`src/rtl/clk_div_multi.sv`:
```
// rtl/clk_div_multi.sv - multi-channel programmable clock divider with glitch-free ratio update
// Each channel counts 0..div-1 and emits a registered tick plus a pulse or square divided output.
module clk_div_multi #(
    parameter int NUM_CH      = 4,
    parameter int DIV_W       = 16,
    parameter int DEFAULT_DIV = 16,
    localparam int CH_W       = (NUM_CH > 1) ? $clog2(NUM_CH) : 1
) (
    input  logic              clk,
    input  logic              rst,
    input  logic [NUM_CH-1:0] en,
    input  logic              sync,
    input  logic              cfg_valid,
    output logic              cfg_ready,
    input  logic [CH_W-1:0]   cfg_ch,
    input  logic [DIV_W-1:0]  cfg_div,
    input  logic              cfg_mode,
    output logic [NUM_CH-1:0] div_out,
    output logic [NUM_CH-1:0] tick
);

    logic [NUM_CH-1:0][DIV_W-1:0] cnt_q, cnt_d;
    logic [NUM_CH-1:0][DIV_W-1:0] div_q, div_d;
    logic [NUM_CH-1:0][DIV_W-1:0] pend_div_q, pend_div_d;
    logic [NUM_CH-1:0]            mode_q, mode_d;
    logic [NUM_CH-1:0]            pend_mode_q, pend_mode_d;
    logic [NUM_CH-1:0]            pend_valid_q, pend_valid_d;
    logic [NUM_CH-1:0]            div_out_q, div_out_d;
    logic [NUM_CH-1:0]            tick_q, tick_d;
    logic [NUM_CH-1:0]            tc;
    logic [DIV_W-1:0]             cfg_div_clamped;

    assign div_out = div_out_q;
    assign tick    = tick_q;
    assign cfg_div_clamped = (cfg_div < DIV_W'(2)) ? DIV_W'(2) : cfg_div;

    // Out-of-range channel numbers match nothing, so such writes are accepted and dropped.
    always_comb begin
        cfg_ready = 1'b1;
        for (int i = 0; i < NUM_CH; i++) begin
            if (cfg_ch == CH_W'(i)) begin
                cfg_ready = ~pend_valid_q[i];
            end
        end
    end

    always_comb begin
        cnt_d        = cnt_q;
        div_d        = div_q;
        mode_d       = mode_q;
        pend_div_d   = pend_div_q;
        pend_mode_d  = pend_mode_q;
        pend_valid_d = pend_valid_q;
        div_out_d    = '0;
        tick_d       = '0;
        tc           = '0;
        for (int i = 0; i < NUM_CH; i++) begin
            tc[i]        = (cnt_q[i] == div_q[i] - DIV_W'(1));
            cnt_d[i]     = (en[i] && !tc[i] && !sync) ? cnt_q[i] + DIV_W'(1) : '0;
            tick_d[i]    = en[i] & tc[i];
            div_out_d[i] = en[i] & (mode_q[i] ? (cnt_q[i] < (div_q[i] >> 1)) : tc[i]);
            // Apply only at a period boundary (or while idle) so no runt period is produced.
            if (pend_valid_q[i] && (tc[i] || !en[i] || sync)) begin
                div_d[i]        = pend_div_q[i];
                mode_d[i]       = pend_mode_q[i];
                pend_valid_d[i] = 1'b0;
            end
            if (cfg_valid && cfg_ready && (cfg_ch == CH_W'(i))) begin
                pend_div_d[i]   = cfg_div_clamped;
                pend_mode_d[i]  = cfg_mode;
                pend_valid_d[i] = 1'b1;
            end
        end
    end

    always_ff @(posedge clk) begin
        if (rst) begin
            cnt_q        <= '0;
            div_q        <= {NUM_CH{DIV_W'(DEFAULT_DIV)}};
            mode_q       <= '0;
            pend_div_q   <= '0;
            pend_mode_q  <= '0;
            pend_valid_q <= '0;
            div_out_q    <= '0;
            tick_q       <= '0;
        end else begin
            cnt_q        <= cnt_d;
            div_q        <= div_d;
            mode_q       <= mode_d;
            pend_div_q   <= pend_div_d;
            pend_mode_q  <= pend_mode_d;
            pend_valid_q <= pend_valid_d;
            div_out_q    <= div_out_d;
            tick_q       <= tick_d;
        end
    end

endmodule

```
`config.mk`:
```
export PLATFORM = sky130hd
export DESIGN_NAME = clk_div_multi
export DESIGN_NICKNAME = d
export VERILOG_FILES = /design/src/rtl/clk_div_multi.sv
export SDC_FILE = /design/constraint.sdc
export NUM_CORES = 1
export LEC_CHECK = 0
export BUFFER_PORTS_ARGS = -buffer_cell sky130_fd_sc_hd__buf_2
export CORE_ASPECT_RATIO = 2
export CORE_MARGIN = 3
export CORE_UTILIZATION = 30
export CTS_CLUSTER_DIAMETER = 30
export DETAILED_ROUTE_END_ITERATION = 8
export GPL_TIMING_DRIVEN = 0
export SLEW_MARGIN = 20
export SYNTH_ARGS = -nofsm -noshare
export SYNTH_HDL_FRONTEND = slang
export SYNTH_SLANG_ARGS = --single-unit
export TNS_END_PERCENT = 20
```
`constraint.sdc`:
```
create_clock -name clk -period 3.2 [get_ports clk]
set_clock_uncertainty 0.05 [all_clocks]
set_input_delay 0.32 -clock clk [delete_from_list [all_inputs] [get_ports clk]]
set_output_delay 0.32 -clock clk [all_outputs]
set_load 0.1 [all_outputs]
```
# Yosys cells after proc, flatten, opt, wreduce, memory -nomap -nowiden
# Index checks and enable logic that the tools add are counted.
[classes]
add_sub_neg = 8
n_lt_le_gt_ge = 5
n_eq_ne = 7
mux = 17
bitwise = 16
n_reduce_logical = 43
[op_table]
columns = ["operator", "n"]
rows = [
  ["$add 16x1->16 const B", 4],
  ["$eq 16x16->1", 4],
  ["$lt 16x15->1", 4],
  ["$sub 16x1->16 const B", 4],
  ["$logic_and 1x1->1", 17],
  ["$lt 16x2->1 const B", 1],
  ["$mux 1", 16],
  ["$mux 16", 1],
  ["$logic_not 1->1", 9],
  ["$and 1x1->1", 8],
  ["$logic_or 1x1->1", 8],
  ["$not 1->1", 8],
  ["$reduce_bool 2->1", 4],
  ["$reduce_or 2->1", 4],
  ["$eq 2x2->1 const B", 2],
  ["$eq 2x1->1 const B", 1],
  ["$logic_not 2->1", 1],
]
[totals]
reg_bits = 212
in_bits = 27

# Depth between registers and ports, before layout
[depth]
ltp_word = 8
ltp_mapped = 13
ltp_nobuf = 10

# Worst setup path after synthesis
# Ideal clock, no wire load.
[synth_timing]
path_type = "input port to output port"
from = "input cfg_ch[0]"
to = "output cfg_ready"
arrival_time_ns = 2.706
t_required_ns = 2.830
path_slack_ns = 0.124
path_stages = 3
n_path_buf = 1
path_cell_list = "clkbuf_1 > o21ai_0 > o21ai_0"
[synth_between]
elab_chain_cells = 5
elab_cells_between_ends = 8
classes_between = "3 x eq/ne; 4 x mux; 1 x reduce/logical"
[synth_rtl]
columns = ["element", "line_no", "text"]
rows = [
  ["start, declared", "15", "input logic [CH_W-1:0] cfg_ch,"],
  ["$logic_not 2->1", "41", "if (cfg_ch == CH_W'(i)) begin"],
  ["$mux 1 (3 in a row)", "41", ""],
  ["$mux 1 (*)", "41", ""],
  ["end, declared", "14", "output logic cfg_ready,"],
]
# Every way passes the cells marked *; elsewhere a longest branch is shown, timed or not.

# Worst setup path in the final report
[layout_timing]
from = "register div_q[34] (netlist bit)"
to = "register pend_valid_q[2]"
[layout_between]
elab_chain_cells = 6
[layout_rtl]
columns = ["element", "line_no", "text"]
rows = [
  ["start, declared", "23", "logic [NUM_CH-1:0][DIV_W-1:0] div_q, div_d;"],
  ["start signal, assigned", "79", "div_q <= {NUM_CH{DIV_W'(DEFAULT_DIV)}};"],
  ["start signal, assigned", "88", "div_q <= div_d;"],
  ["$sub 16x1->16", "58", "tc[i] = (cnt_q[i] == div_q[i] - DIV_W'(1));"],
  ["$eq 16x16->1", "58", ""],
  ["$logic_or 1x1->1 (2 in a row)", "63", "if (pend_valid_q[i] && (tc[i] || !en[i] || sync)) begin"],
  ["$logic_and 1x1->1", "63", ""],
  ["$reduce_bool 2->1 (no line)", "-", ""],
  ["end signal, assigned", "92", "pend_valid_q <= pend_valid_d;"],
  ["end, declared", "27", "logic [NUM_CH-1:0] pend_valid_q, pend_valid_d;"],
]
# No other way between the ends.
# A chain may end at the register's enable or synchronous reset.

==> run summary <==
Max-slew violations - 0
Final Hold Viols - 0
Worst path required time - 3.57 ns
Num ports - 36
Slew @ Worst Pin - 1.18 ns
Final clock period utilization by the worst path - 0.948
Initial Utilization - 0.305
Post-synthesis sequential area ratio - 0.372
Detailed-route wire length per cell - 16.7 um
Worst r2r src - div_q[34]
Post-Syn Area per Cell - 8.28 um^2
WP data arrival - 3.40 ns
Worst reg-to-reg setup slack - 0.17 ns
Top delay family on crit path - simple AND/OR/NAND/NOR gates
Reg2reg end - pend_valid_q[2]
Status - complete, no violations
Non-Filler Instances - 1925
RePlAce Congestion - 0.848
Fin area - 0.0132 mm^2
CP bufs+invs - 0
CTS root buffer - clkbuf_16
Total track usage - 0.159
Synth Register Bits - 212
Max Cap Viol - 0
Critical Path Most Common Cell - nand4_1
Number of enable flip-flop cells after synthesis - 0
Area growth from synthesis to layout - 16.0%
Distinct cells, synth - 66
Total core area - 0.0374 mm^2
Switching portion of total power - 0.250
Initial antenna violation count - 2
Pre-antenna DRT Iters - 5
Final #Nets - 1535
Yosys warnings - 0
Slowest CP cell - or3_1
Lkg Pwr - 4.95 nW
I/O Buffers - 33
Placed cell count - 1872
Htree depth - 1
Hold WC Path Type - in -> reg
Instance count of the mapped netlist - 1380
Post-DP HPWL - 25100 um
Max-slew headroom - 0.211
CP cell instances - or3_1 > nor4_2 > nand4_1 > a2111oi_0 > nand4_1 > nand3_2 > o22ai_1
Seq pwr share - 0.438
First-pass GRT wire length - 51300 um
Clock Sinks - 212
Hold path startpoint - cfg_div[15]
CP startpoint kind - flip-flop
DR iter-0 viols - 394
Syn_nets - 1471
Net Sw Power - 0.00155 W
Floorplan row count - 100
Setup Crit Path Kind - reg -> reg
Die Width - 144 um
Skew-Pair Late Insertion Delay - 0.55 ns
Worst hold stages - 3
Dpl ws - -0.477 ns
Vias per cell - 5.12
DIE AREA - 0.0406 mm^2
Hold Path Sink - pend_div_q[63]
Drt total wl - 32200 um
CTS Buf Count - 27
# DRC - 0
TritonCTS clock tree - built
Crit. End Element - flip-flop
Clock power frac - 0.509
R2R depth - 7
Vias after detailed routing - 9848
Post-DP Area - 0.0122 mm^2
Asr flop ratio synth - 0
VDD IR max - 403 uV
Tot Pwr - 0.00619 W
Die Ht - 282 um
Tmin final - 3.03 ns
Vias in the first global route - 10000
Clock buffer depth - 3
Routed Antenna Nets - 0
CP Max Fanout - 17
Final Worst Setup Slack - 0.166 ns
Share of cells above drive strength 1 - 0.0840
P_int - 0.00464 W
Largest net degree at the start of global routing - 18
Comb pwr share - 0.053
Synthesized cell area - 0.0114 mm^2
Max Clk Rate - 330 MHz
Synth Flop Type - dfxtp_1
Pwr dens - 467 mW/mm^2
Crit-path max cell delay - 0.48 ns
# setup viols final - 0
CTS clk-pin slew, worst paths - 0.07 ns
Grt total ovfl - 0
## power groups by stage
stage	Sequential (W)	Clock, W	Combinational, W
final	0.00271	0.00315	0.000328
after global routing	0.00271	0.00331	0.000358
after CTS	0.00271	0.00322	0.000324
after detailed placement	0.00277	0	0.000319
after global placement	0.00277	0	0.000314
after floorplan	0.00276	0	0.000202
## tightest hold or removal path, delay by kind of cell
kind / cells / cell delay, ns
compound gates: 1 / 0.05
simple gates: 1 / 0.07
buf+inv: 1 / 0.15
## final cells by class
| class | instances | area (um^2) |
|---|---|---|
| antenna | 2 | 5.00 |
| buffer | 52 | 244 |
| clock buffer | 30 | 697 |
| clock inverter | 19 | 233 |
| fill | 3776 | 24200 |
| inverter | 85 | 319 |
| multi-input combinational | 1030 | 6740 |
| sequential | 212 | 4240 |
| tap | 459 | 574 |
| timing repair buffer | 36 | 190 |
## cell usage after synthesis, types with 11 or more instances
master / n / area (um^2)
dfxtp_1: 212 / 4240
nor2_1: 170 / 638
nand2_1: 162 / 608
inv_1: 85 / 319
a21oi_1: 83 / 415
xnor2_1: 81 / 709
mux2i_1: 65 / 651
ha_1: 64 / 801
xor2_1: 52 / 455
nand3_1: 49 / 245
nor3_1: 45 / 225
clkbuf_1: 42 / 158
a21o_1: 28 / 210
nand4_1: 26 / 163
o21ai_0: 18 / 90.1
and3_1: 16 / 100
nor2b_1: 14 / 87.6
nor4_1: 12 / 75.1
or3_1: 12 / 75.1
a211oi_1: 11 / 82.6
## cell usage in the layout, fill, tap and decap left out, drive strengths merged, types with 4 or more instances in the layout
cell type	count
o211ai	7
and3	16
a41oi	5
buf	45
dfxtp	212
or4	6
nor3	46
mux2i	65
nor4	14
clkbuf	72
nor3b	7
o31ai	9
a21o	28
nand4	26
or3	12
o22ai	7
o21bai	4
xor2	52
nand2b	9
o21ai	19
nand2	162
nor2	170
a311oi	4
clkinvlp	4
nand3	49
xnor2	81
and2	5
a211oi	11
inv	91
nand4b	6
ha	64
nor2b	14
a31oi	4
clkinv	6
a21oi	83
## cells by family after synthesis
family / after synthesis / synth area share
AND/OR/NAND/NOR: 559 / 0.232
flip-flops: 212 / 0.372
AO/OA/AOI/OAI: 209 / 0.118
buffers and inverters: 138 / 0.0493
XOR/XNOR: 133 / 0.102
multiplexers: 65 / 0.0570
adder cells (fa/ha/maj): 64 / 0.0701
## metal layers
metal | share of wire | global-route usage
met1 | 0.35 | 0.156
met2 | 0.54 | 0.303
met3 | 0.040 | 0.0222
met4 | 0.071 | 0.0991
met5 | 0.00040 | 0
## sequential cells by signal, summed over array words and instances, names as in the netlist
signal / flops
cnt_q: 64
tick: 4
pend_valid_q: 4
pend_mode_q: 4
div_q: 64
div_out: 4
pend_div_q: 64
mode_q: 4
## through the flow
stage                     setup TNS (ns)  hold WS (ns)   util
final                                  0        0.0271  0.354
after detailed placement          -19.25         0.397  0.325
after CTS                              0       0.00443  0.352
after global placement            -15.43         0.395  0.325
after floorplan                        0         0.374      -
after global routing          -0.0000246        0.0266  0.354
## worst max path at each step
stage	from	end	slack [ns]	cells after the start
finish	div_q[34]	pend_valid_q[2]	0.17	7
global route	div_q[0]	div_q[12]	-0.00002	14
CTS	div_q[0]	div_q[12]	0.04	13
detailed placement	div_q[16]	cnt_q[28]	-0.48	11
global placement	div_q[0]	cnt_q[14]	-0.43	11
floorplan	cfg_ch[0]	cfg_ready	0.12	3
## timing repair
action,4_1_cts,5_1_grt
hold endpoints to repair,1,0
setup endpoints to repair,88,59
setup buffers,0,2
hold buffers,1,0
gates resized for setup,11,15
pin swaps,0,4
No activity file was read; power rests on OpenSTA's default activity.
